$ cat src/rtl/hazard_pkg.sv
// hazard_pkg: forwarding select encodings and default register address width shared by the hazard logic
package hazard_pkg;
  localparam int DEFAULT_AW = 5;
  localparam logic [1:0] FWD_REGFILE = 2'b00;
  localparam logic [1:0] FWD_EX_MEM = 2'b10;
  localparam logic [1:0] FWD_MEM_WB = 2'b01;
endpackage

$ cat src/rtl/reg_scoreboard.sv
// reg_scoreboard: pending bit per register (set_i/set_reg_i, clr_i/clr_reg_i in; pending_o vector, busy_o any-set out), set beats clear, x0 never pending
module reg_scoreboard import hazard_pkg::*; #(
  parameter int AW = DEFAULT_AW
) (
  input  logic                 clk,
  input  logic                 reset,
  input  logic                 set_i,
  input  logic [AW-1:0]        set_reg_i,
  input  logic                 clr_i,
  input  logic [AW-1:0]        clr_reg_i,
  output logic [(2**AW)-1:0]   pending_o,
  output logic                 busy_o
);
  logic [(2**AW)-1:0] pending_q, pending_d;
  always_comb begin
    pending_d = pending_q;
    if (clr_i) pending_d[clr_reg_i] = 1'b0;
    if (set_i) pending_d[set_reg_i] = 1'b1;
    pending_d[0] = 1'b0;
  end
  always_ff @(posedge clk) begin
    if (reset) pending_q <= '0;
    else pending_q <= pending_d;
  end
  assign pending_o = pending_q;
  assign busy_o = |pending_q;
endmodule

$ cat src/rtl/fwd_hazard_scoreboard.sv
// fwd_hazard_scoreboard: operand forward selects, load-use/RAW/WAW decode stall, long-latency scoreboard (busy) and sticky stall watchdog (stall_timeout)
module fwd_hazard_scoreboard import hazard_pkg::*; #(
  parameter int AW = DEFAULT_AW,
  parameter int NUM_SRC = 2,
  parameter int MAX_STALL = 64
) (
  input  logic                    clk,
  input  logic                    reset,
  input  logic                    ex_mem_reg_write,
  input  logic [AW-1:0]           ex_mem_write_reg,
  input  logic                    mem_wb_reg_write,
  input  logic [AW-1:0]           mem_wb_write_reg,
  input  logic [NUM_SRC*AW-1:0]   id_ex_src,
  input  logic                    id_ex_mem_read,
  input  logic [AW-1:0]           id_ex_write_reg,
  input  logic [NUM_SRC*AW-1:0]   if_id_src,
  input  logic [NUM_SRC-1:0]      if_id_src_valid,
  input  logic [AW-1:0]           if_id_dest,
  input  logic                    if_id_dest_valid,
  input  logic                    ll_issue,
  input  logic                    ll_done,
  input  logic [AW-1:0]           ll_done_reg,
  output logic [2*NUM_SRC-1:0]    fwd_sel,
  output logic                    stall,
  output logic                    flush_id_ex,
  output logic                    busy,
  output logic                    stall_timeout
);
  localparam int CW = $clog2(MAX_STALL + 1);
  logic [(2**AW)-1:0] pending;
  logic load_use, raw, waw, sb_set, tmo_q, tmo_d;
  logic [CW-1:0] cnt_q, cnt_d;
  always_comb begin
    fwd_sel = '0;
    for (int i = 0; i < NUM_SRC; i++)
      fwd_sel[2*i +: 2] = (ex_mem_reg_write && ex_mem_write_reg != '0 && ex_mem_write_reg == id_ex_src[i*AW +: AW]) ? FWD_EX_MEM :
                          (mem_wb_reg_write && mem_wb_write_reg != '0 && mem_wb_write_reg == id_ex_src[i*AW +: AW]) ? FWD_MEM_WB : FWD_REGFILE;
  end
  always_comb begin
    load_use = 1'b0;
    raw = 1'b0;
    for (int i = 0; i < NUM_SRC; i++) begin
      load_use |= if_id_src_valid[i] && id_ex_mem_read && id_ex_write_reg != '0 && if_id_src[i*AW +: AW] == id_ex_write_reg;
      raw |= if_id_src_valid[i] && pending[if_id_src[i*AW +: AW]];
    end
    waw = if_id_dest_valid && pending[if_id_dest];
  end
  assign stall = load_use | raw | waw;
  assign flush_id_ex = stall;
  assign sb_set = ll_issue && !stall && if_id_dest_valid && if_id_dest != '0;
  reg_scoreboard #(.AW(AW)) u_sb (
    .clk(clk),
    .reset(reset),
    .set_i(sb_set),
    .set_reg_i(if_id_dest),
    .clr_i(ll_done),
    .clr_reg_i(ll_done_reg),
    .pending_o(pending),
    .busy_o(busy)
  );
  assign cnt_d = !stall ? '0 : (cnt_q == CW'(MAX_STALL)) ? cnt_q : cnt_q + 1'b1;
  assign tmo_d = tmo_q | (cnt_d == CW'(MAX_STALL));
  always_ff @(posedge clk) begin
    if (reset) begin
      cnt_q <= '0;
      tmo_q <= 1'b0;
    end else begin
      cnt_q <= cnt_d;
      tmo_q <= tmo_d;
    end
  end
  assign stall_timeout = tmo_q;
endmodule

$ cat config.mk
export PLATFORM = sky130hd
export DESIGN_NAME = fwd_hazard_scoreboard
export DESIGN_NICKNAME = d
export VERILOG_FILES = /design/src/rtl/hazard_pkg.sv /design/src/rtl/reg_scoreboard.sv /design/src/rtl/fwd_hazard_scoreboard.sv
export SDC_FILE = /design/constraint.sdc
export NUM_CORES = 1
export LEC_CHECK = 0
export CAP_MARGIN = 20
export CORE_MARGIN = 4
export CORE_UTILIZATION = 53
export DETAILED_ROUTE_END_ITERATION = 6
export PLACE_DENSITY = 0.89
export RECOVER_POWER = 50
export SLEW_MARGIN = 10
export SYNTH_ARGS = -nofsm -noshare
export SYNTH_HDL_FRONTEND = slang
export SYNTH_HIERARCHICAL = 1
export SYNTH_SLANG_ARGS = --single-unit
$ cat constraint.sdc
create_clock -name clk -period 2.9 [get_ports clk]
set_input_delay 0.29 -clock clk [delete_from_list [all_inputs] [get_ports clk]]
set_output_delay 0.29 -clock clk [all_outputs]
set_load 0.01 [all_outputs]
==> results of run 1 <==
## cells in the mapped netlist (2+ instances only)
| library cell | number | share of area |
|---|---|---|
| a21oi_1 | 5 | 0.0077 |
| and2_1 | 4 | 0.0077 |
| and2b_1 | 3 | 0.0069 |
| buf_2 | 2 | 0.0031 |
| buf_4 | 3 | 0.0069 |
| buf_6 | 3 | 0.010 |
| clkbuf_1 | 7 | 0.0081 |
| dfxtp_1 | 39 | 0.24 |
| ha_1 | 2 | 0.0077 |
| inv_1 | 4 | 0.0046 |
| mux2_2 | 4 | 0.014 |
| mux2i_1 | 23 | 0.071 |
| mux4_2 | 19 | 0.13 |
| nand2_1 | 10 | 0.012 |
| nand2b_1 | 2 | 0.0038 |
| nand3_1 | 14 | 0.021 |
| nand3b_1 | 9 | 0.021 |
| nand4_1 | 3 | 0.0058 |
| nor2_1 | 7 | 0.0081 |
| nor2b_1 | 33 | 0.063 |
| nor3_1 | 5 | 0.0077 |
| nor4_1 | 11 | 0.021 |
| o21ai_0 | 65 | 0.10 |
| o22ai_1 | 3 | 0.0058 |
| or3_1 | 2 | 0.0038 |
| or3b_1 | 5 | 0.013 |
| or4_1 | 4 | 0.0092 |
| xnor2_1 | 21 | 0.056 |
| xor2_1 | 15 | 0.040 |
## cell type report
class / instances / area [um2]
clock buffers: 6 / 82.58
clock inverters: 2 / 16.27
fillers: 444 / 1762
inverters: 4 / 15.01
multi-input cells: 292 / 2355
flip-flops and latches: 39 / 780.7
well taps: 75 / 93.84
repair buffers: 88 / 850.8
## worst max-delay path: stages
cell and delay, ns:
clkdlybuf4s50_1 0.50, buf_12 0.15, mux4_2 0.54, mux2i_4 0.19, nand3_1 0.14, nand4_4 0.13
nand3_1 0.15, buf_4 0.17, dlygate4sd2_1 0.27
## repair_timing
item | CTS | global route
setup endpoints to repair | 19 | 20
resized for setup | 10 | 4
pin swaps | 2 | 0
## registers in the layout (all words and copies together) (netlist names)
register        cells
cnt_q               7
stall_timeout       1
u_sb/pending_o     31
## worst paths after layout
kind	start	end	slack [ns]
worst max-delay path	if_id_src[1]	flush_id_ex	0.07
worst min-delay path	stall_timeout	stall_timeout	0.55
worst min register to register	stall_timeout	stall_timeout	0.55
worst max register to register	u_sb/pending_o[13]	u_sb/pending_o[29]	0.17
## cell usage in the layout, fill, tap and decap left out, types with 5 or more instances in the layout
| cell type | count |
|---|---|
| o21ai_0 | 63 |
| clkdlybuf4s50_1 | 54 |
| dfxtp_1 | 39 |
| nor2b_1 | 33 |
| mux2i_1 | 22 |
| buf_4 | 22 |
| xnor2_1 | 21 |
| mux4_2 | 19 |
| xor2_1 | 15 |
| nand3_1 | 14 |
| nor4_1 | 11 |
| nand2_1 | 10 |
| nand3b_1 | 9 |
| nor2_1 | 7 |
| clkbuf_8 | 6 |
| a21oi_1 | 5 |
| nor3_1 | 5 |
| dlygate4sd2_1 | 5 |
| or3b_1 | 5 |
## power by group through the flow
stage               logic, mW  clock network (mW)  registers (mW)
finish                  0.332               0.398           0.548
global route            0.352               0.422           0.548
CTS                     0.326               0.401           0.547
detailed placement      0.326                   0           0.560
global placement        0.317                   0           0.559
floorplan               0.163                   0           0.555
## through the flow
step	util	setup TNS [ns]	area, um2	power (mW)
2_1_floorplan	-	0	3262	0.7187
3_3_place_gp	0.6840	-6.796	4074	0.8762
3_5_place_dp	0.6840	-11.22	4074	0.8860
4_1_cts	0.7027	0	4185	1.274
5_1_grt	0.7042	-0.04754	4194	1.322
6_report	0.7042	0	4194	1.278
## per-layer routing
layer,track usage,vias up,routed length [um]
li1,-,1476,-
met1,0.3447,1494,4002
met2,0.4680,193,5069
met3,0.05608,55,840
met4,0.1700,0,535
met5,0,-,0
## cell families (layout without fill, tap and decap cells)
| kind of cell | Yosys count | in the layout | share of synthesized area |
|---|---|---|---|
| and+or+nand+nor | 124 | 124 | 0.2440 |
| AOI/OAI and AO/OA | 83 | 83 | 0.1496 |
| muxes | 46 | 46 | 0.2156 |
| DFF | 39 | 39 | 0.2394 |
| xor gates and xnor gates | 36 | 36 | 0.09667 |
| buffers and inverters | 22 | 100 | 0.04603 |
| adders and majority gates | 2 | 2 | 0.007670 |
| other | 1 | 1 | 0.001150 |
==> results_dict.tcl, run 1 <==
set metrics [dict create \
    grt_max_degree 23 \
    synth_seq_cells 39 \
    clockRootBuffer "clkbuf_8" \
    nets 487 \
    arrival_ns 2.54 \
    cp_data_required_time_ns 2.61 \
    final.setup.worst_slack_ns 0.06568 \
    power_leakage_nw 1.483 \
    ant_nets 0 \
    die_y_um 86.45 \
    firstDrtPassIters 5 \
    start_util 0.5477 \
    crit_fanout 11 \
    h-tree-depth 2 \
    row_count 28 \
    irDropWorstVdd_mv 0.1793 \
    die_area_um2 7474 \
    die_x_um 86.45 \
    clkLatencyLatePin_ns 0.30 \
    track_usage 0.2850 \
    finalNonFillerCells 506 \
    ys_types 55 \
    seq_power_share 0.429 \
    holdWs_ns 0.5484 \
    fp.coreArea_um2 5956 \
    status "complete, no violations" \
    layout-drive-gt1-share 0.1624 \
    area_growth_pct 28.58 \
    min_path_type "register to register" \
    synthFlopType "dfxtp_1" \
    clockPowerShare 0.311 \
    place_ws_ns -0.4317 \
    hold_violations 0 \
    cp-start-kind "input pin" \
    drc_errors 0 \
    syn_area_um2 3262 \
    synth_edf_count 0 \
    tightest_slew_ns 0.6702 \
    crit_path_end_kind "output port" \
    drv_cap 0 \
    rsz0062_at_grt "yes" \
    wire_per_inst_um 20.65 \
    grt_overflow 0 \
    io_pins 63 \
    slew_headroom 0.5518 \
    wl_um 10450 \
    antenna_found_initial 0 \
    portBuffers 62 \
    hpwl_um 7709 \
    cts_max_path_buffers 2 \
    cts_tree "done" \
    drv_slew 0 \
    grt_pass1_wl_um 16550 \
    viasPerCell 6.360 \
    p_sw_frac 0.2863 \
    yosys_warnings 6 \
    vias 3218 \
    avgSynthCellArea_um2 9.240 \
    cts.reportedPaths.clkPinSlew_ns 0.08 \
    num_antenna_cells 0 \
    reg2reg_depth 9 \
    fin_crit_sh 0.9774 \
    dp_cells 498 \
    p_sw_mw 0.3659 \
    min_path_cells 2 \
    min_period_ns 2.834 \
    combPwrFrac 0.260 \
    yosysSeqAreaShare 0.2394 \
    cts_buffers 5 \
    p_int_mw 0.9120 \
    post_cts_buffers 0 \
    max_freq_mhz 352.8 \
    clock_skew_ns 0.01221 \
    synth_fp_nets 410 \
    worstSetupPathType "input pin to output port" \
    syn_inst 353 \
    cts_hold_buffers 0 \
    cts_sinks 39 \
    power.density_nw_per_um2 304.7 \
    globalplace.congestion 0.9178 \
    drt_iter0_drc 498 \
    async_flop_share 0 \
    grt_pass1_vias 3345 \
    finalSetupViolCount 0 \
]
Power figures use the tool's default switching activity.
==> inputs of run 2 (changes only) <==
PLACE_DENSITY = 0.81   (was 0.89)
==> run 2 against run 1 <==
Net effect: critical path depth is 1 higher; final cell count is 2.0% higher; sequential power hardly changed; critical path type unchanged; global-route usage is 1.6 points lower; critical endpoint is now stall; die area stayed put; flip-flop and latch count stayed put; total power is 2.0% lower; clock skew is 0.0014 ns lower; worst setup slack better by 0.0049 ns.
==> results_dict.tcl, run 2 (synthesis gave the netlist of run 1 again) <==
set metrics [dict create \
    vias 3347 \
    dp_cells 505 \
    power.density_nw_per_um2 295.5 \
    cp_data_required_time_ns 2.61 \
    finalNonFillerCells 516 \
    clock_skew_ns 0.01084 \
    hpwl_um 7821 \
    reg2reg_depth 10 \
    crit_path_end_kind "output port" \
    n_fill_cell 474 \
    worstSetupPathType "input pin to output port" \
    wire_per_inst_um 19.44 \
    grt_overflow 0 \
    cts_sinks 39 \
    crit_path_start "if_id_dest[1]" \
    firstDrtPassIters 5 \
    place_ws_ns -0.4762 \
    row_count 28 \
    fin_crit_sh 0.9757 \
    h-tree-depth 2 \
    reg2reg_slack_ns 0.18 \
    power_leakage_nw 1.538 \
    tightest_slew_ns 0.4997 \
    area_growth_pct 29.92 \
    min_path_cells 2 \
    largest_register_ffs 31 \
    finalPower_mw 1.252 \
    start_util 0.5477 \
    cts_tree "done" \
    clkLatencyLatePin_ns 0.30 \
    tns_ns 0 \
    io_pins 63 \
    num_antenna_cells 0 \
    cts_buffers 5 \
    drc_errors 0 \
    irDropWorstVdd_mv 0.2525 \
    die_y_um 86.45 \
    final.setup.worst_slack_ns 0.07058 \
    ant_nets 0 \
    die_x_um 86.45 \
    drv_slew 0 \
    portBuffers 62 \
    place_area_um2 4101 \
    min_period_ns 2.829 \
    cp-start-kind "input pin" \
    grt_pass1_vias 3295 \
    wl_um 10030 \
    rsz0062_at_grt "yes" \
    final_common_cell "o21ai_0" \
    viasPerCell 6.486 \
    cts_max_path_buffers 2 \
    arrival_ns 2.54 \
    drt_iter0_drc 328 \
    crit_fanout 4 \
    clockRootBuffer "clkbuf_8" \
    final_cell_area_um2 4238 \
    grt_max_degree 26 \
    fp.coreArea_um2 5956 \
    max_freq_mhz 353.4 \
    die_area_um2 7474 \
    drv_cap 0 \
    min_path_type "register to register" \
    track_usage 0.2691 \
    cts.reportedPaths.clkPinSlew_ns 0.08 \
    rr_startpoint "u_sb/pending_o[29]" \
    grt_pass1_wl_um 15760 \
    nets 497 \
    antenna_found_initial 0 \
    globalplace.congestion 0.9209 \
    finalSetupViolCount 0 \
    slew_headroom 0.6653 \
    layout-drive-gt1-share 0.1859 \
    hp-start "stall_timeout" \
    hold_violations 0 \
    mostFrequentLayoutCells "o21ai_0, clkdlybuf4s50_1, dfxtp_1, nor2b_1, buf_4" \
    status "complete, no violations" \
]
[run 2: cell types whose count changed in the layout (fill, tap and decap cells not counted), sizes merged]
cell / before / now
buf: 26 / 36
clkbuf: 6 / 5
clkdlybuf4s50: 54 / 52
clkinv: 1 / 2
dlygate4sd2: 5 / 6
dlygate4sd3: 3 / 4
[run 2: final cells by class]
class | instances | area (um2) | share of cell area
clock inverter | 3 | 25.02 | 0.005905
sequential | 39 | 780.7 | 0.1842
clock buffer | 5 | 68.82 | 0.01624
multi-input combinational | 292 | 2351 | 0.5548
inverter | 4 | 15.01 | 0.003543
timing repair buffer | 98 | 903.4 | 0.2132
tap | 75 | 93.84 | 0.02214
[run 2: power breakdown]
part           switching, mW  internal [mW]  leakage, nW
registers            0.00887          0.539        0.314
logic                  0.148          0.179         1.18
clock network          0.205          0.172       0.0443
[run 2: worst paths after layout]
path,to
max reg2reg,u_sb/pending_o[8]
min,stall_timeout
max,stall
min reg2reg,stall_timeout
[run 2: timing repair]
action / in CTS / in global routing
pin swaps: 1 / 3
gates resized for setup: 10 / 13
hold buffers: 0 / 0
cloned: 0 / 0
endpoints found under the setup margin: 22 / 31
setup buffers: 0 / 3
[run 2: per-layer routing]
metal  wire length, um  track usage  up-vias
li1                  -            -     1500
met1              3708       0.3147     1579
met2              4788       0.4784      214
met3              1081      0.04943       54
met4               451       0.1161        0
met5                 0            0        -
[run 2: worst max-delay path: stages]
cell             delay [ns]
clkdlybuf4s50_1        0.42
buf_6                  0.14
buf_4                  0.15
mux2i_1                0.12
mux4_2                 0.51
a2111oi_4              0.32
a221oi_2               0.08
nand3_1                0.13
buf_4                  0.12
dlygate4sd2_1          0.25
[run 2: through the flow]
stage / hold WS, ns / util
after CTS: 0.5536 / 0.7055
after global placement: 0.5211 / 0.6887
after detailed placement: 0.5428 / 0.6887
after global routing: 0.5899 / 0.7116
final: 0.5446 / 0.7116
after floorplan: 0.3688 / -
